[src/rtl/uart_cmd_parser.sv]
// Frame parser for the gripper UART path: SYNC, CMD, LEN, payload, CHK -> validated command.
// Latency: cmd_valid/frame_error one cycle after the deciding byte; no backpressure, every rx_valid byte is consumed.
module uart_cmd_parser #(
    parameter int          MAX_PAYLOAD    = 4,
    parameter logic [7:0]  SYNC_BYTE      = 8'hAA,
    parameter int          TIMEOUT_CYCLES = 1000000
) (
    input  logic                     CLK,
    input  logic                     RESET_N,
    input  logic [7:0]               rx_byte,
    input  logic                     rx_valid,
    output logic                     cmd_valid,
    output logic [7:0]               cmd_code,
    output logic [3:0]               cmd_len,
    output logic [8*MAX_PAYLOAD-1:0] cmd_payload,
    output logic                     frame_error,
    output logic [1:0]               error_code,
    output logic [7:0]               error_count
);
    localparam int              TW    = $clog2(TIMEOUT_CYCLES);
    localparam logic [TW-1:0]   TLIM  = TW'(TIMEOUT_CYCLES - 1);
    localparam logic [7:0]      MAXP8 = 8'(MAX_PAYLOAD);

    typedef enum logic [2:0] {HUNT, GET_CMD, GET_LEN, GET_PAY, GET_CHK} state_t;

    state_t                     state;
    logic [TW-1:0]              idle_cnt;
    logic [7:0]                 sum;
    logic [3:0]                 idx;
    logic [7:0]                 sh_code;
    logic [3:0]                 sh_len;
    logic [8*MAX_PAYLOAD-1:0]   sh_pay;

    logic                       timeout_hit;
    logic                       err_hit;
    logic [1:0]                 err_kind;

    // A byte arriving on the limit cycle wins over the timeout.
    always_comb begin
        timeout_hit = (state != HUNT) && !rx_valid && (idle_cnt == TLIM);
        err_hit     = 1'b0;
        err_kind    = 2'b00;
        if (timeout_hit) begin
            err_hit  = 1'b1;
            err_kind = 2'b11;
        end else if (rx_valid && state == GET_LEN && rx_byte > MAXP8) begin
            err_hit  = 1'b1;
            err_kind = 2'b01;
        end else if (rx_valid && state == GET_CHK && rx_byte != sum) begin
            err_hit  = 1'b1;
            err_kind = 2'b10;
        end
    end

    always_ff @(posedge CLK or negedge RESET_N) begin
        if (!RESET_N) begin
            state       <= HUNT;
            idle_cnt    <= '0;
            sum         <= '0;
            idx         <= '0;
            sh_code     <= '0;
            sh_len      <= '0;
            sh_pay      <= '0;
            cmd_valid   <= 1'b0;
            cmd_code    <= '0;
            cmd_len     <= '0;
            cmd_payload <= '0;
            frame_error <= 1'b0;
            error_code  <= 2'b00;
            error_count <= '0;
        end else begin
            cmd_valid   <= 1'b0;
            frame_error <= 1'b0;

            if (state == HUNT || rx_valid || timeout_hit)
                idle_cnt <= '0;
            else
                idle_cnt <= idle_cnt + 1'b1;

            if (timeout_hit)
                state <= HUNT;

            if (err_hit) begin
                frame_error <= 1'b1;
                error_code  <= err_kind;
                if (error_count != 8'hFF)
                    error_count <= error_count + 1'b1;
            end

            if (rx_valid) begin
                case (state)
                    HUNT: begin
                        if (rx_byte == SYNC_BYTE)
                            state <= GET_CMD;
                    end
                    GET_CMD: begin
                        sh_code <= rx_byte;
                        sum     <= rx_byte;
                        state   <= GET_LEN;
                    end
                    GET_LEN: begin
                        if (rx_byte > MAXP8) begin
                            state <= HUNT;
                        end else begin
                            // Clearing here keeps bytes at and above cmd_len reading zero.
                            sh_len <= rx_byte[3:0];
                            sh_pay <= '0;
                            sum    <= sum + rx_byte;
                            idx    <= '0;
                            state  <= (rx_byte == 8'd0) ? GET_CHK : GET_PAY;
                        end
                    end
                    GET_PAY: begin
                        sh_pay[idx*8 +: 8] <= rx_byte;
                        sum                <= sum + rx_byte;
                        idx                <= idx + 1'b1;
                        if (idx == sh_len - 4'd1)
                            state <= GET_CHK;
                    end
                    GET_CHK: begin
                        if (rx_byte == sum) begin
                            cmd_code    <= sh_code;
                            cmd_len     <= sh_len;
                            cmd_payload <= sh_pay;
                            cmd_valid   <= 1'b1;
                        end
                        state <= HUNT;
                    end
                    default: state <= HUNT;
                endcase
            end
        end
    end
endmodule

[config.mk]
export PLATFORM = sky130hd
export DESIGN_NAME = uart_cmd_parser
export DESIGN_NICKNAME = d
export VERILOG_FILES = /design/src/rtl/uart_cmd_parser.sv
export SDC_FILE = /design/constraint.sdc
export NUM_CORES = 1
export LEC_CHECK = 0
export CAP_MARGIN = 10
export CORE_ASPECT_RATIO = 2
export CORE_UTILIZATION = 45
export DETAILED_ROUTE_END_ITERATION = 10
export DONT_BUFFER_PORTS = 1
export PLACE_DENSITY = 0.58
export SYNTH_ARGS = -nofsm -noshare
export SYNTH_HDL_FRONTEND = slang
export SYNTH_SLANG_ARGS = --single-unit
[constraint.sdc]
create_clock -name CLK -period 6.54 [get_ports CLK]
set_input_delay 0.654 -clock CLK [delete_from_list [all_inputs] [get_ports CLK]]
set_output_delay 0.654 -clock CLK [all_outputs]
set_load 0.02 [all_outputs]
==> flow_summary.ini <==
[global_route]
antenna_found_initial = 0
grt_pass1_wl_um = 23800
grt-ovfl-total = 0
grt_pass1_vias = 4618
grt_max_degree = 136
grt_use_total = 0.220

[run_status]
failed_checks = DRC
status = finished, violations left

[clock_tree]
cts-root-buf = clkbuf_16
cts_setup_buffers = 0
cts_max_level = 4
numCtsBuffers = 17
insertion_delay_ps = 420
cts.clk_slew.worst_paths_ps = 60
post_cts_resized = 0
cts_tree = done
clockBufferDepth = 2
clock-sinks = 135

[route]
drt_first_pass_iters = 8
route.detailed.drc = 4
ant_nets = 0
drt_iter0_markers = 313
viasPerCell = 5.59
wl_um = 14300
num_vias = 4399
wire_per_inst_um = 18.2

[worst_setup_path]
slowest_delay_ps = 730
end_kind = flop
worstPathRequired_ps = 6850
cp_top_family = simple AND/OR/NAND/NOR gates
cp_cell_sequence = nor2b_1 -> nand2_1 -> nor2_2 -> o21ai_1 -> a22o_1
crit_path_max_fanout = 12
cp_slowest_cell = nor2b_1
worst-path-buf-inv = 0
crit_type = flop to flop
crit_arrival_ps = 3050
cp-start-kind = flop

[floorplan]
start_util = 0.459
dieArea_mm2 = 0.0141
dieHeight_um = 167
rows = 60
die_w_um = 84.6
io_pins = 67
coreArea_mm2 = 0.0134

[logic_synthesis]
synth_cell_types = 50
yosys-top-cells-count = 162 x nand2_1, 135 x dfrtp_1, 53 x nor2_1
synth.avg_cell_area_um2 = 9.83
synthTopCellsByArea = dfrtp_1 55%, nand2_1 9.9%, a22o_1 4.7%, nor2_1 3.2%, xnor2_1 3.1%
netlist_area_mm2 = 0.00613
synth-seq-cells = 135
ys_warn_count = 0
syn_nets = 649
synth-main-ff-cell = dfrtp_1
synth_largest_area_cell = dfrtp_1
synth_cells = 624
synth-edff-count = 0
yosys.cell_count.top_type = nand2_1
yosysSeqAreaShare = 0.551
async_reset_ff_frac = 1.00
netlist.area_leader.share = 0.551

[sta]
whs_ps = 192
worstMarginPinSlew_ps = 933
max_slew_margin = 0.378
fin_crit_ps = 2750
post-route-period-util = 0.420
maxSlewViolCount = 0
finalWorstSetupSlack_ps = 3790
grt_setup_unrepaired = no
finalHoldViolCount = 0
setup_viol = 0
max_freq_mhz = 364
skew_ps = 10.7
fin_tns_setup_ps = 0

[cells_and_area]
layout-drive-gt1-share = 0.0823
finalNonFillerCells = 787
multiInputGateArea_mm2 = 0.00259
diodes = 0
ff_latch_area_mm2 = 0.00338
syn2layout_area_growth_pct = 11.8
nFillCells = 1257
fin_nets = 644

[power_and_ir_drop]
peakVddDrop_mv = 0.230
power.static_leakage_nw = 3.29
powerDensity_mw_per_mm2 = 274
fin_total_pwr_w = 0.00188

[placed_design]
hpwlAfterDp_um = 9600
io_buffers = 0
dp_cells = 754
place_ws_ps = 3480
gp_congestion = 0.858

[min_path]
min_path_type = input pin to asynchronous set/reset pin

[flow_run]
cap_violations = 0
-- cell type report --
type,count,area share
Clock inverter,15,0.0246
Inverter,17,0.00930
Clock buffer,17,0.0620
Multi-Input combinational cell,446,0.378
Timing Repair Buffer,2,0.00511
Tap cell,155,0.0283
Sequential cell,135,0.493
-- path summary, 6_finish.rpt --
kind,from,to,slack (ps),depth (start not counted)
max,state[1]$_DFF_PN0_,sh_pay[28]$_DFFE_PN0P_,3790,5
min,RESET_N,error_count[6]$_DFFE_PN0P_,190,1
max reg2reg,state[1]$_DFF_PN0_,sh_pay[28]$_DFFE_PN0P_,3790,5
min reg2reg,sh_code[5]$_DFFE_PN0P_,cmd_code[5]$_DFFE_PN0P_,470,2
max in group asynchronous,RESET_N,sh_code[6]$_DFFE_PN0P_,5810,1
min in group CLK,rx_byte[2],sh_pay[26]$_DFFE_PN0P_,360,1
-- per-stage QoR --
step | area (um2) | util
floorplan | 6130 | -
finish | 6860 | 0.513
global placement | 6240 | 0.467
detailed placement | 6240 | 0.467
global route | 6860 | 0.513
CTS | 6860 | 0.513
-- kinds of logic (layout without fill, tap and decap cells) --
logic type | count (synthesis) | in the layout | share of synthesized area
buffers and inverters | 43 | 51 | 0.0269
muxes | 12 | 12 | 0.0220
adders and majority gates | 14 | 14 | 0.0298
AOI/OAI and AO/OA | 84 | 84 | 0.101
DFF | 135 | 135 | 0.551
and+or+nand+nor | 302 | 302 | 0.221
xor gates and xnor gates | 34 | 34 | 0.0485
-- report_power, final --
part	internal, W	total, W	switching (W)
registers	0.000844	0.000851	0.00000758
logic	0.0000245	0.0000667	0.0000421
clock network	0.000570	0.000960	0.000390
total	0.00144	0.00188	0.000439
-- what timing repair did --
action                                  CTS  global route
hold endpoints to repair                135             0
hold buffers                              1             0
endpoints found under the setup margin    0             0
-- state kept, by name, summed over array words and instances (netlist names) --
register	flops
idle_cnt	20
cmd_len	4
cmd_code	8
sh_len	4
sh_code	8
cmd_payload	32
cmd_valid	1
error_count	8
state	3
error_code	2
idx	4
sum	8
sh_pay	32
frame_error	1
-- layout by cell type (no fill, tap or decap), types with 5 or more instances in the layout --
cell	n
nand2_1	162
dfrtp_1	135
nor2_1	53
a22o_1	33
xnor2_1	22
o21ai_0	21
clkbuf_16	17
inv_1	16
nand3_1	16
nor3_1	14
ha_1	13
xor2_1	12
nor2b_1	9
mux2_2	8
nor4_1	7
and3_1	6
nand4_1	6
a21oi_1	6
a31oi_1	6
or3_1	5
nand2b_1	5
inv_6	5
-- metal layers --
metal  track usage  vias up  wire length, um
met2         0.398       88             7770
met5             0        -                0
li1              -     2108                -
met1         0.239     2185             5580
met3        0.0493       18              579
met4         0.106        0              415
(Power assumes the default switching activity.)
